[src/rtl/spi_rom_loader_pkg.sv]
// Shared types and constants for the SPI ROM loader.
// Build option: define SPI_ROM_LOADER_STREAM_EN to enable sequential-read streaming.
package spi_rom_loader_pkg;

  localparam int         SPI_ADDR_W   = 24;
  localparam int         IMG_ADDR_W   = 21;
  localparam logic [7:0] SPI_CMD_READ = 8'h03;

  typedef enum logic [2:0] {
    S_IDLE,
    S_CS_SETUP,
    S_CMD,
    S_DATA,
    S_READY,
    S_STREAM,
    S_CS_RELEASE
  } state_t;

  // Byte idx of the 4-byte READ command: opcode, then address MSB first.
  function automatic logic [7:0] cmd_byte(input logic [1:0] idx,
                                          input logic [SPI_ADDR_W-1:0] addr);
    logic [7:0] b;
    case (idx)
      2'd0:    b = SPI_CMD_READ;
      2'd1:    b = addr[23:16];
      2'd2:    b = addr[15:8];
      default: b = addr[7:0];
    endcase
    return b;
  endfunction

endpackage

[src/rtl/spi_rom_loader_byte_shifter.sv]
// One SPI mode-0 byte: SCK divider plus 8-bit full-duplex shift register.
// A start on the final edge of a byte reloads immediately, so bytes chain
// back to back without an idle cycle.
module spi_byte_shifter #(
  parameter int CLK_DIV = 2
) (
  input  logic       clk,
  input  logic       rst,
  input  logic       start,
  input  logic [7:0] tx_byte,
  input  logic       miso,
  output logic       sck,
  output logic       mosi,
  output logic [7:0] rx_byte,
  output logic       byte_end,
  output logic       done
);

  localparam logic [7:0] DIV_LAST = 8'(CLK_DIV - 1);

  logic       busy_reg;
  logic       sck_reg;
  logic       mosi_reg;
  logic       done_reg;
  logic [7:0] div_cnt_reg;
  logic [2:0] bit_idx_reg;
  logic [7:0] tx_sr_reg;
  logic [7:0] rx_sr_reg;
  logic       half_end;

  assign half_end = busy_reg && (div_cnt_reg == DIV_LAST);
  // Falling SCK of bit 7: the byte finishes on this clock edge.
  assign byte_end = half_end && sck_reg && (bit_idx_reg == 3'd7);

  assign sck     = sck_reg;
  assign mosi    = mosi_reg;
  assign rx_byte = rx_sr_reg;
  assign done    = done_reg;

  // Half-period divider, MISO capture on SCK rise, MOSI update on SCK fall.
  always_ff @(posedge clk) begin
    if (rst) begin
      busy_reg    <= 1'b0;
      sck_reg     <= 1'b0;
      mosi_reg    <= 1'b0;
      done_reg    <= 1'b0;
      div_cnt_reg <= 8'd0;
      bit_idx_reg <= 3'd0;
      tx_sr_reg   <= 8'd0;
      rx_sr_reg   <= 8'd0;
    end else begin
      // A chained start means the next byte is already running; no done.
      done_reg <= byte_end && !start;
      if (start) begin
        busy_reg    <= 1'b1;
        sck_reg     <= 1'b0;
        div_cnt_reg <= 8'd0;
        bit_idx_reg <= 3'd0;
        mosi_reg    <= tx_byte[7];
        tx_sr_reg   <= {tx_byte[6:0], 1'b0};
      end else if (busy_reg) begin
        if (half_end) begin
          div_cnt_reg <= 8'd0;
          if (!sck_reg) begin
            sck_reg   <= 1'b1;
            rx_sr_reg <= {rx_sr_reg[6:0], miso};
          end else begin
            sck_reg <= 1'b0;
            if (bit_idx_reg == 3'd7) begin
              busy_reg <= 1'b0;
            end else begin
              bit_idx_reg <= bit_idx_reg + 3'd1;
              mosi_reg    <= tx_sr_reg[7];
              tx_sr_reg   <= {tx_sr_reg[6:0], 1'b0};
            end
          end
        end else begin
          div_cnt_reg <= div_cnt_reg + 8'd1;
        end
      end
    end
  end

endmodule

[src/rtl/spi_rom_loader.sv]
// Fetches ROM image bytes from a SPI flash with the 0x03 READ command.
// Build option: define SPI_ROM_LOADER_STREAM_EN to keep CS low after a byte
// and serve the next sequential address without reissuing the command.
module spi_rom_loader
  import spi_rom_loader_pkg::*;
#(
  parameter logic [23:0] FLASH_BASE = 24'h100000,
  parameter logic [20:0] IMAGE_LAST = 21'h05FFFF,
  parameter int          CLK_DIV    = 2
) (
  input  logic        clk,
  input  logic        rst,
  input  logic        init_req,
  input  logic [20:0] init_address,
  output logic [7:0]  init_data,
  output logic        init_ready,
  output logic [20:0] init_stop,
  output logic        spi_sck,
  output logic        spi_cs_n,
  output logic        spi_mosi,
  input  logic        spi_miso
);

  localparam logic [8:0] SETUP_LAST   = 9'(CLK_DIV - 1);
  localparam logic [8:0] RELEASE_LAST = 9'(2 * CLK_DIV - 1);

  state_t                  state_reg;
  logic [8:0]              cnt_reg;
  logic [IMG_ADDR_W-1:0]   addr_reg;
  logic [IMG_ADDR_W-1:0]   pend_addr_reg;
  logic                    pend_reg;
  logic [1:0]              byte_idx_reg;
  logic                    cs_n_reg;
  logic                    ready_reg;
  logic [7:0]              data_reg;

  logic [SPI_ADDR_W-1:0]   flash_addr;
  logic                    sh_start;
  logic [7:0]              sh_tx;
  logic [7:0]              sh_rx;
  logic                    sh_byte_end;
  logic                    sh_done;

  assign flash_addr = FLASH_BASE + {3'b000, addr_reg};

`ifdef SPI_ROM_LOADER_STREAM_EN
  // Next sequential address, with the 21-bit wrap excluded.
  logic seq_hit;
  assign seq_hit = ({1'b0, init_address} == ({1'b0, addr_reg} + 22'd1));
`endif

  assign init_data  = data_reg;
  assign init_ready = ready_reg;
  assign init_stop  = IMAGE_LAST;
  assign spi_cs_n   = cs_n_reg;

  spi_byte_shifter #(
    .CLK_DIV (CLK_DIV)
  ) u_shifter (
    .clk      (clk),
    .rst      (rst),
    .start    (sh_start),
    .tx_byte  (sh_tx),
    .miso     (spi_miso),
    .sck      (spi_sck),
    .mosi     (spi_mosi),
    .rx_byte  (sh_rx),
    .byte_end (sh_byte_end),
    .done     (sh_done)
  );

  // Byte launch decode: first opcode, chained command bytes, data bytes (MOSI 0).
  always_comb begin
    sh_start = 1'b0;
    sh_tx    = 8'h00;
    case (state_reg)
      S_CS_SETUP: begin
        if (cnt_reg == SETUP_LAST) begin
          sh_start = 1'b1;
          sh_tx    = SPI_CMD_READ;
        end
      end
      S_CMD: begin
        if (sh_byte_end) begin
          sh_start = 1'b1;
          sh_tx    = (byte_idx_reg == 2'd3) ? 8'h00
                                            : cmd_byte(byte_idx_reg + 2'd1, flash_addr);
        end
      end
`ifdef SPI_ROM_LOADER_STREAM_EN
      S_STREAM: begin
        if (init_req && seq_hit) begin
          sh_start = 1'b1;
        end
      end
`endif
      default: begin
        sh_start = 1'b0;
      end
    endcase
  end

  // Transfer sequencing, chip select and the delivered-byte handshake.
  always_ff @(posedge clk) begin
    if (rst) begin
      state_reg     <= S_IDLE;
      cnt_reg       <= 9'd0;
      addr_reg      <= '0;
      pend_addr_reg <= '0;
      pend_reg      <= 1'b0;
      byte_idx_reg  <= 2'd0;
      cs_n_reg      <= 1'b1;
      ready_reg     <= 1'b0;
      data_reg      <= 8'h00;
    end else begin
      ready_reg <= 1'b0;
      case (state_reg)
        S_IDLE: begin
          if (init_req) begin
            addr_reg  <= init_address;
            cs_n_reg  <= 1'b0;
            cnt_reg   <= 9'd0;
            state_reg <= S_CS_SETUP;
          end
        end
        S_CS_SETUP: begin
          if (cnt_reg == SETUP_LAST) begin
            byte_idx_reg <= 2'd0;
            state_reg    <= S_CMD;
          end else begin
            cnt_reg <= cnt_reg + 9'd1;
          end
        end
        S_CMD: begin
          if (sh_byte_end) begin
            if (byte_idx_reg == 2'd3) begin
              state_reg <= S_DATA;
            end else begin
              byte_idx_reg <= byte_idx_reg + 2'd1;
            end
          end
        end
        S_DATA: begin
          if (sh_done) begin
            data_reg  <= sh_rx;
            ready_reg <= 1'b1;
            state_reg <= S_READY;
          end
        end
        S_READY: begin
`ifdef SPI_ROM_LOADER_STREAM_EN
          if (addr_reg == IMAGE_LAST) begin
            cs_n_reg  <= 1'b1;
            cnt_reg   <= 9'd0;
            state_reg <= S_CS_RELEASE;
          end else begin
            state_reg <= S_STREAM;
          end
`else
          cs_n_reg  <= 1'b1;
          cnt_reg   <= 9'd0;
          state_reg <= S_CS_RELEASE;
`endif
        end
`ifdef SPI_ROM_LOADER_STREAM_EN
        S_STREAM: begin
          if (init_req) begin
            if (seq_hit) begin
              addr_reg  <= init_address;
              state_reg <= S_DATA;
            end else begin
              pend_reg      <= 1'b1;
              pend_addr_reg <= init_address;
              cs_n_reg      <= 1'b1;
              cnt_reg       <= 9'd0;
              state_reg     <= S_CS_RELEASE;
            end
          end
        end
`endif
        S_CS_RELEASE: begin
          if (cnt_reg == RELEASE_LAST) begin
            cnt_reg <= 9'd0;
            if (pend_reg) begin
              pend_reg  <= 1'b0;
              addr_reg  <= pend_addr_reg;
              cs_n_reg  <= 1'b0;
              state_reg <= S_CS_SETUP;
            end else begin
              state_reg <= S_IDLE;
            end
          end else begin
            cnt_reg <= cnt_reg + 9'd1;
          end
        end
        default: begin
          state_reg <= S_IDLE;
        end
      endcase
    end
  end

endmodule

[config.mk]
export PLATFORM = sky130hd
export DESIGN_NAME = spi_rom_loader
export DESIGN_NICKNAME = d
export VERILOG_FILES = /design/src/rtl/spi_rom_loader_pkg.sv /design/src/rtl/spi_rom_loader_byte_shifter.sv /design/src/rtl/spi_rom_loader.sv
export SDC_FILE = /design/constraint.sdc
export NUM_CORES = 1
export LEC_CHECK = 0
export ABC_AREA = 1
export CORE_AREA = 2 2 87 89
export DETAILED_ROUTE_END_ITERATION = 8
export DIE_AREA = 0 0 89 91
export HOLD_SLACK_MARGIN = 0.06
export PLACE_DENSITY = 0.8
export SLEW_MARGIN = 25
export SYNTH_ARGS = -nofsm -noshare
export SYNTH_HDL_FRONTEND = slang
export SYNTH_SLANG_ARGS = --single-unit
[constraint.sdc]
create_clock -name clk -period 2.8 [get_ports clk]
set_input_delay 0.56 -clock clk [delete_from_list [all_inputs] [get_ports clk]]
set_output_delay 0.56 -clock clk [all_outputs]
set_load 0.02 [all_outputs]
==> results of run 1 <==
## through the flow
stage          utilization  hold slack [ps]  instance area, µm²  worst slack, ps
4_1_cts             0.6171            458.9                4404            842.1
5_1_grt             0.6171            479.7                4404            693.8
2_1_floorplan            -            423.9                3929             1297
3_5_place_dp        0.5915            447.8                4222            562.4
6_report            0.6171            456.2                4404            853.1
3_3_place_gp        0.5915            434.4                4222            595.4
## worst min-delay path: stages, from the launching register on
cell,delay [ps]
dfxtp_1,300
inv_1,50
a21oi_1,60
## cells by family after synthesis
kind of cell | after synthesis | synth area share
adders and majority gates | 11 | 0.03568
buffers and inverters | 107 | 0.1284
xor gates and xnor gates | 7 | 0.01589
and+or+nand+nor | 274 | 0.3175
other | 2 | 0.001947
muxes | 1 | 0.002595
DFF | 75 | 0.3892
AOI/OAI and AO/OA | 81 | 0.1087
## Yosys cell counts, drive strengths merged
| cell type | instances | share of area |
|---|---|---|
| nand2 | 122 | 0.12 |
| nor2 | 83 | 0.088 |
| dfxtp | 75 | 0.39 |
| inv | 69 | 0.067 |
| a21oi | 47 | 0.061 |
| nand3 | 43 | 0.060 |
| o21ai | 28 | 0.036 |
| buf | 27 | 0.051 |
| nor3 | 12 | 0.018 |
| clkbuf | 11 | 0.011 |
| ha | 11 | 0.036 |
| nand4 | 11 | 0.023 |
| xor2 | 7 | 0.016 |
| conb | 2 | 0.0019 |
| nor3b | 2 | 0.0039 |
| o211ai | 2 | 0.0039 |
| mux2i | 1 | 0.0026 |
| o21a | 1 | 0.0019 |
| o21bai | 1 | 0.0019 |
| o22ai | 1 | 0.0016 |
| o31ai | 1 | 0.0019 |
| or2 | 1 | 0.0016 |
## routing by layer
layer / routed length, µm / track usage / vias up
met5: 0 / 0 / -
met4: 109 / 0.07338 / 0
met3: 369 / 0.03909 / 13
met2: 3797 / 0.3296 / 73
met1: 3601 / 0.2616 / 1532
li1: - / - / 1800
## layout by cell type (no fill, tap or decap), drive strengths merged
cell type and instances:
nand2 122, nor2 83, dfxtp 75, inv 69, a21oi 47, nand3 43, clkdlybuf4s50 36, o21ai 28
conb 21, nor3 12, ha 11, nand4 11, clkbuf 10, xor2 7, buf 6, nor3b 2
o211ai 2, clkinvlp 2, clkinv 2, mux2i 1, o21a 1, o21bai 1, o22ai 1, or2 1
o31ai 1, bufinv 1
## power groups by stage
stage          Sequential, µW  Clock, µW  Combinational (µW)
4_1_cts                  1240        816                 728
5_1_grt                  1250        850                 826
6_report                 1240        792                 731
2_1_floorplan            1250          0                 574
3_3_place_gp             1260          0                 710
3_5_place_dp             1260          0                 725
## layout make-up
cell class | count | area (µm²) | share of cell area
Clock buffer | 10 | 127.6 | 0.02898
Clock inverter | 5 | 55.05 | 0.01250
Inverter | 69 | 259.0 | 0.05881
Multi-Input combinational cell | 395 | 1932 | 0.4386
Sequential cell | 75 | 1501 | 0.3409
Tap cell | 99 | 123.9 | 0.02813
Timing Repair Buffer | 42 | 405.4 | 0.09205
## how the worst max path moves through the flow
stage	end	start	slack (ps)	depth (start not counted)
after floorplan	u_shifter.rx_byte[1]	u_shifter.bit_idx_reg[0]	1300	9
after global placement	u_shifter.rx_byte[0]	rst	600	5
after detailed placement	u_shifter.rx_byte[1]	rst	560	5
after CTS	spi_sck	u_shifter.sck	840	1
after global routing	addr_reg[19]	init_req	690	6
final	spi_sck	u_shifter.sck	850	1
==> results_dict.tcl, run 1 <==
set metrics [dict create \
    fin_nets 628 \
    fin_cells 695 \
    seq_power_share 0.448 \
    worstReg2RegStart "state_reg[0]" \
    cts_resized 0 \
    status "finished clean" \
    clk_latency_ps 350 \
    ios 58 \
    cts_inserted_buffers 9 \
    cts_setup_buffers 0 \
    yosys_warnings 0 \
    antenna_cells 0 \
    cts_buffer_depth 2 \
    power.internal_uw 1822 \
    r2r_end "u_shifter.div_cnt_reg[6]" \
    vias_per_cell 4.918 \
    holdCritPathClass "flop to flop" \
    clock-sinks 75 \
    crit_family "buffers and inverters" \
    area_growth_pct 14.17 \
    setup_tns_ps 0 \
    grt_pass1_vias 3087 \
    reg2reg_slack_ps 870 \
    synth_cell_types 35 \
    grt_max_degree 28 \
    hold_depth 2 \
    grt-ovfl-total 0 \
    critPathArrivalTime_ps 1390 \
    grt_pass1_wl_um 13220 \
    die_h_um 91 \
    row_count 31 \
    cts_root_buf "clkbuf_8" \
    dpl.hpwl_um 5758 \
    hp-start "addr_reg[19]" \
    cts_hold_buf 0 \
    cts_tree "built" \
    worstSetupEndpointType "output port" \
    tightest_slew_ps 736.9 \
    grt_usage 0.2016 \
    largest_reg_flops 21 \
    dr.pass1.iters 5 \
    power.leakage_uw 0.001886 \
    dieWidth_um 89 \
    p_per_area_nw_per_um2 626.5 \
    globalplace.congestion 0.8787 \
    critical_path.max_stage_delay_ps 640 \
    relSlewSlack 0.5076 \
    detail_route.drc_violations 0 \
    drt-initial-drc-count 178 \
    p_switching_uw 936.8 \
    seq_area_frac_synth 0.3892 \
    syn_area_um2 3857 \
    dp_cells 680 \
    swShare 0.3395 \
    combPwrFrac 0.265 \
    path_buf_inv 1 \
    cp_data_required_time_ps 2240 \
    finalPower_uw 2759 \
    r2r_cells 7 \
    ys_ff_latch 75 \
    fin_skew_ps 7.544 \
    slowest_stage "clkdlybuf4s50_1" \
    critPathLaunchType "flop" \
    ant_nets 0 \
    setup_viol 0 \
    htree_num_levels 3 \
    ir_drop_v 0.0004031 \
    syn_area_per_cell_um2 6.913 \
    coreArea_um2 7137 \
    rsz0062_at_grt "no" \
    fin_crit_sh 0.6953 \
    clockPowerShare 0.287 \
    netlist_instances 558 \
    start_util 0.5405 \
    die_area_um2 8099 \
    max_freq_ghz 0.5137 \
    finalHoldViolations 0 \
    routed_wl_um 7877 \
    maxCapViolCount 0 \
    wl_per_cell_um 11.33 \
    port_buffers 36 \
    route.vias.total 3418 \
    criticalPathCategory "flop to output port" \
    drive_above_1_share 0.06544 \
    slew_violations 0 \
    worst-path-max-fanout 6 \
    cp_cell_sequence "clkdlybuf4s50_1" \
    path_clk_slew_ps 70 \
    nFillCells 673 \
    antenna_found_initial 0 \
    min_period_ps 1947 \
    holdPathEnd "addr_reg[19]" \
]
(Power assumes the default switching activity.)
==> run 2: changes to the inputs <==
--- a/config.mk
+++ b/config.mk
@@ -6,11 +6,11 @@
 export NUM_CORES = 1
 export LEC_CHECK = 0
 export ABC_AREA = 1
-export CORE_AREA = 2 2 87 89
+export CORE_AREA = 2 2 88 90
 export DETAILED_ROUTE_END_ITERATION = 8
-export DIE_AREA = 0 0 89 91
+export DIE_AREA = 0 0 90 92
 export HOLD_SLACK_MARGIN = 0.06
-export PLACE_DENSITY = 0.8
+export PLACE_DENSITY = 0.78
 export SLEW_MARGIN = 25
 export SYNTH_ARGS = -nofsm -noshare
 export SYNTH_HDL_FRONTEND = slang
==> constraint.sdc (replaced) <==
create_clock -name clk -period 1.8 [get_ports clk]
set_input_delay 0.36 -clock clk [delete_from_list [all_inputs] [get_ports clk]]
set_output_delay 0.36 -clock clk [all_outputs]
set_load 0.02 [all_outputs]
==> results_dict.tcl, run 2 (synthesis results as in run 1) <==
set metrics [dict create \
    grt-ovfl-total 0 \
    cts_hold_buf 0 \
    worstSetupEndpointType "output port" \
    ir_drop_v 0.0005012 \
    drt-initial-drc-count 175 \
    hold_depth 2 \
    cp_data_required_time_ps 1440 \
    cts_root_buf "clkbuf_8" \
    maxCapViolCount 0 \
    grt_pass1_vias 3237 \
    cts_buffer_depth 2 \
    critical_path.max_stage_delay_ps 610 \
    die_h_um 92 \
    ant_nets 0 \
    holdCritPathClass "flop to flop" \
    port_buffers 36 \
    ios 58 \
    max_freq_ghz 0.5977 \
    fin_cells 709 \
    nFillCells 675 \
    die_area_um2 8280 \
    met2_usage 0.3546 \
    status "finished clean" \
    globalplace.congestion 0.8975 \
    combPwrFrac 0.280 \
    finalHoldViolations 0 \
    clockPowerShare 0.280 \
    layout.area.seq_um2 1501 \
    route.vias.total 3529 \
    fin_area_um2 4541 \
    htree_num_levels 3 \
    dpl.hpwl_um 5974 \
    busiest_layer "met2" \
    cp_cell_sequence "clkdlybuf4s50_1" \
    drive_above_1_share 0.09885 \
    seq_power_share 0.440 \
    cts_inserted_buffers 9 \
    grt_usage 0.2069 \
    slew_violations 0 \
    crit_cells 1 \
    place_area_um2 4318 \
    cts_tree "built" \
    power.leakage_uw 0.001960 \
    swShare 0.3640 \
    most-common-layout-cells "nand2_1, dfxtp_1, nor2_1" \
    worst-path-max-fanout 2 \
    fin_crit_sh 0.9294 \
    slowest_stage "clkdlybuf4s50_1" \
    finalPower_uw 4362 \
    antenna_found_initial 0 \
    rsz0062_at_grt "yes" \
    detail_route.drc_violations 0 \
    dieWidth_um 90 \
    min_period_ps 1673 \
    fin_nets 638 \
    grt_max_degree 30 \
    dr.pass1.iters 4 \
    p_switching_uw 1588 \
    vias_per_cell 4.977 \
    met3_usage 0.02876 \
    grt_pass1_wl_um 14260 \
    hold_ws_ps 454.3 \
    criticalPathCategory "flop to output port" \
    row_count 32 \
    routed_wl_um 8347 \
    critPathLaunchType "flop" \
    r2r_cells 9 \
    antenna_cells 0 \
    power.internal_uw 2774 \
    grtUsageMet1 0.2611 \
    p_per_area_nw_per_um2 960.7 \
    clk_latency_ps 360 \
    setup_tns_ps 0 \
    start_util 0.5180 \
    critPathArrivalTime_ps 1310 \
    setup_viol 0 \
    final_common_cell "nand2_1" \
    path_buf_inv 1 \
    largest_reg_flops 21 \
    wl_per_cell_um 11.77 \
    coreArea_um2 7447 \
    area_growth_pct 17.71 \
    dp_cells 692 \
    multi_input_area_um2 1966 \
    path_clk_slew_ps 90 \
    clock-sinks 75 \
    crit_family "buffers and inverters" \
    fin_skew_ps 13.62 \
]
-- run 2: changes by cell type in the layout (fill, tap and decap cells not counted), sizes merged --
cell | previous run | this run
clkdlybuf4s50 | 36 | 35
bufinv | 1 | 0
inv | 69 | 72
clkinv | 2 | 3
dlygate4sd2 | 0 | 1
buf | 6 | 16
clkbuf | 10 | 9
clkinvlp | 2 | 1
-- run 2: stage by stage --
| stage | worst slack (ps) | utilization |
|---|---|---|
| 2_1_floorplan | 296.9 | - |
| 3_3_place_gp | 63.64 | 0.5798 |
| 3_5_place_dp | 11.70 | 0.5798 |
| 4_1_cts | 23.28 | 0.6042 |
| 5_1_grt | -20.12 | 0.6097 |
| 6_report | 127.0 | 0.6097 |
-- run 2: final cells by class --
type	instances	area share
multi-input cells	395	0.4329
flip-flops and latches	75	0.3307
repair buffers	52	0.1111
inverters	69	0.05704
well taps	102	0.02811
clock buffers	9	0.02728
clock inverters	7	0.01295
-- run 2: power by group through the flow --
stage / logic [µW] / registers [µW] / clock network (µW)
2_1_floorplan: 893 / 1940 / 0
3_3_place_gp: 1150 / 1950 / 0
3_5_place_dp: 1180 / 1960 / 0
4_1_cts: 1190 / 1920 / 1250
5_1_grt: 1370 / 1940 / 1300
6_report: 1220 / 1920 / 1220
-- run 2: metal layers --
metal	part of all wire	vias up
li1	-	1821
met3	0.040	15
met4	0.019	0
met1	0.45	1613
met2	0.49	80
met5	0	-
-- run 2: worst min-delay path: stages (launching register included) --
cell and delay [ps]:
dfxtp_1 300, inv_1 60, a21oi_1 50
-- run 2: what timing repair did --
item / CTS / global route
endpoints found under the setup margin: 1 / 26
gates resized for setup: 1 / 11
buffers inserted: 0 / 1
pin swaps: 0 / 1
-- run 2: path summary, 6_finish.rpt --
path,from,slack [ps],end
setup / recovery,init_data[4],130,init_data[4]
hold / removal,addr_reg[6],450,addr_reg[6]
setup reg to reg,u_shifter.bit_idx_reg[0],150,u_shifter.tx_sr_reg[6]
hold reg to reg,addr_reg[6],450,addr_reg[6]
